==> src/rtl/barrel_shifter_pipe_amisha.sv <==
// -----------------------------------------------------------------------------
// barrel_shifter_pipe_amisha
//
// Pipelined barrel shifter. A WIDTH-bit operand is rotated or shifted by a
// per-operand amount. Stage k applies the 2^k step when bit k of the amount is
// set, so the pipeline is AMT_W = $clog2(WIDTH) stages deep. The block accepts
// one operand per cycle and returns results in order.
//
// Modes (mode_amisha):
//   00 ROR  rotate right
//   01 ROL  rotate left
//   10 SRL  logical shift right (zero fill)
//   11 SRA  arithmetic shift right (sign fill)
//
// Ports:
//   clk_amisha        clock, rising edge
//   reset_amisha      asynchronous active-high reset
//   in_valid_amisha   operand valid
//   in_ready_amisha   block can accept an operand this cycle
//   a_amisha          operand, WIDTH bits
//   amt_amisha        shift amount, AMT_W bits
//   mode_amisha       operation select, 2 bits
//   out_valid_amisha  result valid
//   out_ready_amisha  consumer accepts the result
//   y_amisha          result, WIDTH bits
//   zero_amisha       result is all zeros (only with BSH_ZERO_FLAG_EN)
//
// Optional feature macro: BSH_ZERO_FLAG_EN adds the registered zero flag.
//
// Handshake: a transfer happens on a rising edge where valid && ready are both
// high. valid is never withdrawn while waiting for ready, and the payload is
// held stable until the transfer. in_ready_amisha depends only on the output
// side (out_valid_amisha, out_ready_amisha), never on in_valid_amisha.
// -----------------------------------------------------------------------------
module barrel_shifter_pipe_amisha #(
    parameter int  WIDTH = 8,
    localparam int AMT_W = $clog2(WIDTH)
) (
    input  logic             clk_amisha,
    input  logic             reset_amisha,
    input  logic             in_valid_amisha,
    output logic             in_ready_amisha,
    input  logic [WIDTH-1:0] a_amisha,
    input  logic [AMT_W-1:0] amt_amisha,
    input  logic [1:0]       mode_amisha,
    output logic             out_valid_amisha,
    input  logic             out_ready_amisha,
`ifdef BSH_ZERO_FLAG_EN
    output logic             zero_amisha,
`endif
    output logic [WIDTH-1:0] y_amisha
);

    localparam logic [1:0] MODE_ROR = 2'b00;
    localparam logic [1:0] MODE_ROL = 2'b01;
    localparam logic [1:0] MODE_SRL = 2'b10;
    localparam logic [1:0] MODE_SRA = 2'b11;

    // One pipeline step: apply a fixed shift of sh bits when en is set.
    function automatic logic [WIDTH-1:0] shift_stage(
        input logic [WIDTH-1:0] d,
        input logic [1:0]       mode,
        input logic             en,
        input int               sh
    );
        logic signed [WIDTH-1:0] sd;
        logic [WIDTH-1:0]        r;
        sd = d;
        r  = d;
        if (en) begin
            case (mode)
                MODE_ROR: r = (d >> sh) | (d << (WIDTH - sh));
                MODE_ROL: r = (d << sh) | (d >> (WIDTH - sh));
                MODE_SRL: r = d >> sh;
                MODE_SRA: r = sd >>> sh;
                default:  r = d;
            endcase
        end
        return r;
    endfunction

    // Stage registers. The full amount travels with the operand; stage k
    // only looks at bit k of it.
    logic [WIDTH-1:0] data_q  [AMT_W];
    logic [AMT_W-1:0] amt_q   [AMT_W];
    logic [1:0]       mode_q  [AMT_W];
    logic [AMT_W-1:0] valid_q;

    // Inputs seen by each stage and the values it will register.
    logic [WIDTH-1:0] in_data  [AMT_W];
    logic [AMT_W-1:0] in_amt   [AMT_W];
    logic [1:0]       in_mode  [AMT_W];
    logic [AMT_W-1:0] in_valid;
    logic [WIDTH-1:0] data_d   [AMT_W];

    logic adv;

    // Global stall: the whole pipe moves only when the output slot is free
    // or being consumed this cycle.
    assign adv              = !out_valid_amisha || out_ready_amisha;
    assign in_ready_amisha  = adv;
    assign out_valid_amisha = valid_q[AMT_W-1];
    assign y_amisha         = data_q[AMT_W-1];

    always_comb begin
        in_data[0]  = a_amisha;
        in_amt[0]   = amt_amisha;
        in_mode[0]  = mode_amisha;
        in_valid[0] = in_valid_amisha;
        for (int k = 1; k < AMT_W; k++) begin
            in_data[k]  = data_q[k-1];
            in_amt[k]   = amt_q[k-1];
            in_mode[k]  = mode_q[k-1];
            in_valid[k] = valid_q[k-1];
        end
        for (int k = 0; k < AMT_W; k++) begin
            data_d[k] = shift_stage(in_data[k], in_mode[k], in_amt[k][k], 1 << k);
        end
    end

    always_ff @(posedge clk_amisha or posedge reset_amisha) begin
        if (reset_amisha) begin
            valid_q <= '0;
            for (int k = 0; k < AMT_W; k++) begin
                data_q[k] <= '0;
                amt_q[k]  <= '0;
                mode_q[k] <= '0;
            end
        end else if (adv) begin
            // Bubbles advance too; only their valid bit matters.
            valid_q <= in_valid;
            for (int k = 0; k < AMT_W; k++) begin
                data_q[k] <= data_d[k];
                amt_q[k]  <= in_amt[k];
                mode_q[k] <= in_mode[k];
            end
        end
    end

`ifdef BSH_ZERO_FLAG_EN
    // Registered with the final stage so it holds with y_amisha during stalls.
    logic zero_q;

    always_ff @(posedge clk_amisha or posedge reset_amisha) begin
        if (reset_amisha) begin
            zero_q <= 1'b0;
        end else if (adv) begin
            zero_q <= (data_d[AMT_W-1] == '0);
        end
    end

    assign zero_amisha = zero_q;
`endif

endmodule
==> config.mk <==
export PLATFORM = sky130hd
export DESIGN_NAME = barrel_shifter_pipe_amisha
export DESIGN_NICKNAME = d
export VERILOG_FILES = /design/src/rtl/barrel_shifter_pipe_amisha.sv
export SDC_FILE = /design/constraint.sdc
export NUM_CORES = 1
export LEC_CHECK = 0
export BUFFER_PORTS_ARGS = -buffer_cell sky130_fd_sc_hd__buf_4
export CAP_MARGIN = 20
export CORE_UTILIZATION = 50
export CTS_CLUSTER_DIAMETER = 50
export DETAILED_ROUTE_END_ITERATION = 8
export PLACE_DENSITY = 0.75
export SLEW_MARGIN = 5
export SYNTH_ARGS = -nofsm -noshare
export SYNTH_HDL_FRONTEND = slang
export SYNTH_SLANG_ARGS = --single-unit
==> constraint.sdc <==
create_clock -name clk_amisha -period 1.2 [get_ports clk_amisha]
set_input_delay 0 -clock clk_amisha [delete_from_list [all_inputs] [get_ports clk_amisha]]
set_output_delay 0 -clock clk_amisha [all_outputs]
set_load 0.05 [all_outputs]
==> results.yml <==
synthesis:
  ys_warn_count: 0
  ys_async_sr_fraction_pct: 100
  ys_seq_elements: 34
  synth_xor_area_share_pct: 0
  synthMuxAreaShare_pct: 11.2
  synth_ff_type: "dfrtp_1"
  synth_compound_area_share_pct: 12.5
  synth.top_cell.area_share_pct: 47.3
  synth_top_area_cell: "dfrtp_1"
  netlist_top_cells_area: "dfrtp_1 47%, nand2_1 11%, mux2i_1 11%"
  synth_top_family_by_area: "simple AND/OR/NAND/NOR gates"
  yosys.cell_types.count: 25
  synth_area_um2: 1800
  synth_cells: 190
  synth_edf_count: 0
  synthSimpleGateAreaFrac_pct: 21.1
  synthAdderAreaFrac_pct: 0
  syn_nets: 207
  ys_seq_area_share_pct: 47.3
  avgSynthCellArea_um2: 9.48
clock_network:
  cts_root_buffer: "clkbuf_4"
  cts.path.max_buffers: 2
  cts_tree: "yes"
  cts_buffers: 5
  clock_sink_count: 34
  cts_max_level: 2
  clk_latency_ps: 340
  clkSlewWorstSetupHoldPaths_ps: 90
finish:
  syn_to_final_growth_pct: 25.9
  final_area_um2: 2270
  final_net_count: 247
  antennaDiodeCount: 0
  drive_above_1_share_pct: 23.8
floorplanning:
  start_util_pct: 53.1
  ios: 27
  die_h_um: 62.0
  die_w_um: 62.0
  design.core.area_um2: 3390
  dieArea_um2: 3840
  rows: 21
outcome:
  status: "finished, violations left"
  violations: "negative setup slack"
global_route:
  busiest_layer: "met2"
  gr-total-overflow: 0
  grt_use_met3_pct: 6.21
  use_met1_pct: 25.7
  track_usage_pct: 24.4
  grt_pass1_wl_mm: 6.60
  antenna_found_initial: 0
  grt_max_degree: 35
  use_met2_pct: 45.1
  grt_pass1_vias: 1506
detailed_routing:
  dr.pass1.iters: 4
  vias_per_cell: 5.25
  drt_first_iter_violations: 36
  vias: 1453
  antenna_left: 0
  wl_mm: 3.77
  drc: 0
  wl_per_cell_um: 13.6
hold_path:
  hold_class: "in2reg"
placement:
  routabilityCongestion: 0.851
  dp_worst_setup_slack_ps: 12.8
  dp.final_hpwl_mm: 2.64
  dpl_cell_area_um2: 2000
  port_buffers: 26
timing:
  relSlewSlack_pct: 69.7
  setup_ws_ps: -2.10
  setup_violations: 1
  final_hold_viol_count: 0
  rsz0062_at_grt: "yes"
  tightestPinTransition_ps: 454
  slew_violations: 0
  fin_crit_ps: 1200
  max_freq_ghz: 0.832
  holdWs_ps: 17.8
  fin_tns_setup_ps: -2.10
  skew_ps: 17.4
  period_share_pct: 100
pwr:
  p_switching_mw: 2.01
  total_power_mw: 4.91
  combPwrFrac_pct: 43.1
  power_density_nw_per_um2: 2170
  p_leak_nw: 1.09
  peakVddDrop_uv: 1200
  intPower_mw: 2.90
  p_clk_share_pct: 16.8
  pwr-share-seq_pct: 40.1
  swShare_pct: 40.9
setup_path:
  crit_path_end_kind: "output pin"
  crit_path_start_kind: "register"
  crit_fanout: 4
  required_ps: 1200
  worstSetupPathType: "reg2out"
  arrival_ps: 1200
flow_run:
  drv_cap: 0
==> flip-flops by register name, summed over array words and instances, names as in the netlist <==
signal,cells
amt_q,3
data_q,16
in_mode,4
valid_q,3
y_amisha,8
==> layout make-up <==
cell class	count	area (um^2)
Fill cell	270	1120
Clock buffer	5	37.5
Multi-Input combinational cell	134	821
Tap cell	46	57.6
Inverter	3	13.8
Timing Repair Buffer	52	445
Clock inverter	3	40.0
Sequential cell	34	852
==> repair_timing <==
action | in CTS | in global routing
pin swaps | 0 | 6
hold buffers | 13 | 0
setup endpoints to repair | 2 | 20
cloned | 0 | 0
buffers inserted | 5 | 1
gates resized for setup | 4 | 9
hold endpoints to repair | 46 | 0
==> synth_stat cells (2+ instances only) <==
cell type and instances:
nand2_1 52, dfrtp_1 34, mux2i_1 19, buf_4 13, nand3b_1 13, o211ai_1 13, o21ai_0 12, nand2b_1 6
and3_1 3, buf_2 3, nand3_1 3, o21ai_1 3, a2bb2oi_1 2, inv_1 2, nor2_1 2
==> cell families after synthesis <==
family | Yosys count
AOI/OAI and AO/OA | 34
DFF | 34
and+or+nand+nor | 80
buffers and inverters | 22
muxes | 20
==> power groups by stage <==
stage          clock network [mW]  registers [mW]  logic, mW
4_1_cts                     0.841            1.96       2.10
3_5_place_dp                    0            1.99       1.98
6_report                    0.824            1.97       2.12
2_1_floorplan                   0            1.89       1.72
3_3_place_gp                    0            1.95       1.93
5_1_grt                     0.890            2.05       2.32
==> path summary, 6_finish.rpt <==
path	start	end	slack, ps	cells past startpoint
worst max register to register	valid_q[2]	data_q[8]	50	6
worst max-delay path	valid_q[2]	in_ready_amisha	-2	4
min in group asynchronous	reset_amisha	data_q[14]	300	4
worst min register to register	valid_q[1]	valid_q[1]	460	2
worst min-delay path	a_amisha[7]	data_q[23]	20	3
max in group asynchronous	reset_amisha	valid_q[2]	560	4
==> layout by cell type, fill, tap and decap left out, drive strengths merged <==
cell type	count
bufinv	1
a21bo	1
clkinv	2
o211ai	13
nand2b	6
dlygate4sd3	13
nor2	2
nand2	52
a21boi	1
a2bb2oi	2
dfrtp	34
o21ai	15
nand3	3
inv	3
nor2b	1
and3	3
clkbuf	5
mux2i	19
a32oi	1
mux2	1
buf	39
nand3b	13
o22a	1
==> metrics by stage <==
| step | std cells | utilization (%) |
|---|---|---|
| CTS | 278 | 66.5 |
| global placement | 252 | 58.9 |
| global route | 277 | 66.9 |
| finish | 277 | 66.9 |
| floorplan | 190 | - |
| detailed placement | 252 | 58.9 |
==> worst max-delay path, cell delays in order (launching register included) <==
cell and delay [ps]:
dfrtp_2 360, nor2b_4 190, inv_4 60, buf_6 120, buf_8 140
==> metal layers <==
metal  vias up  share of wire, %
met2        37                52
met5         -                 0
met4         0               2.0
met3         8               2.8
li1        721                 -
met1       687                43
(Power assumes the default switching activity.)
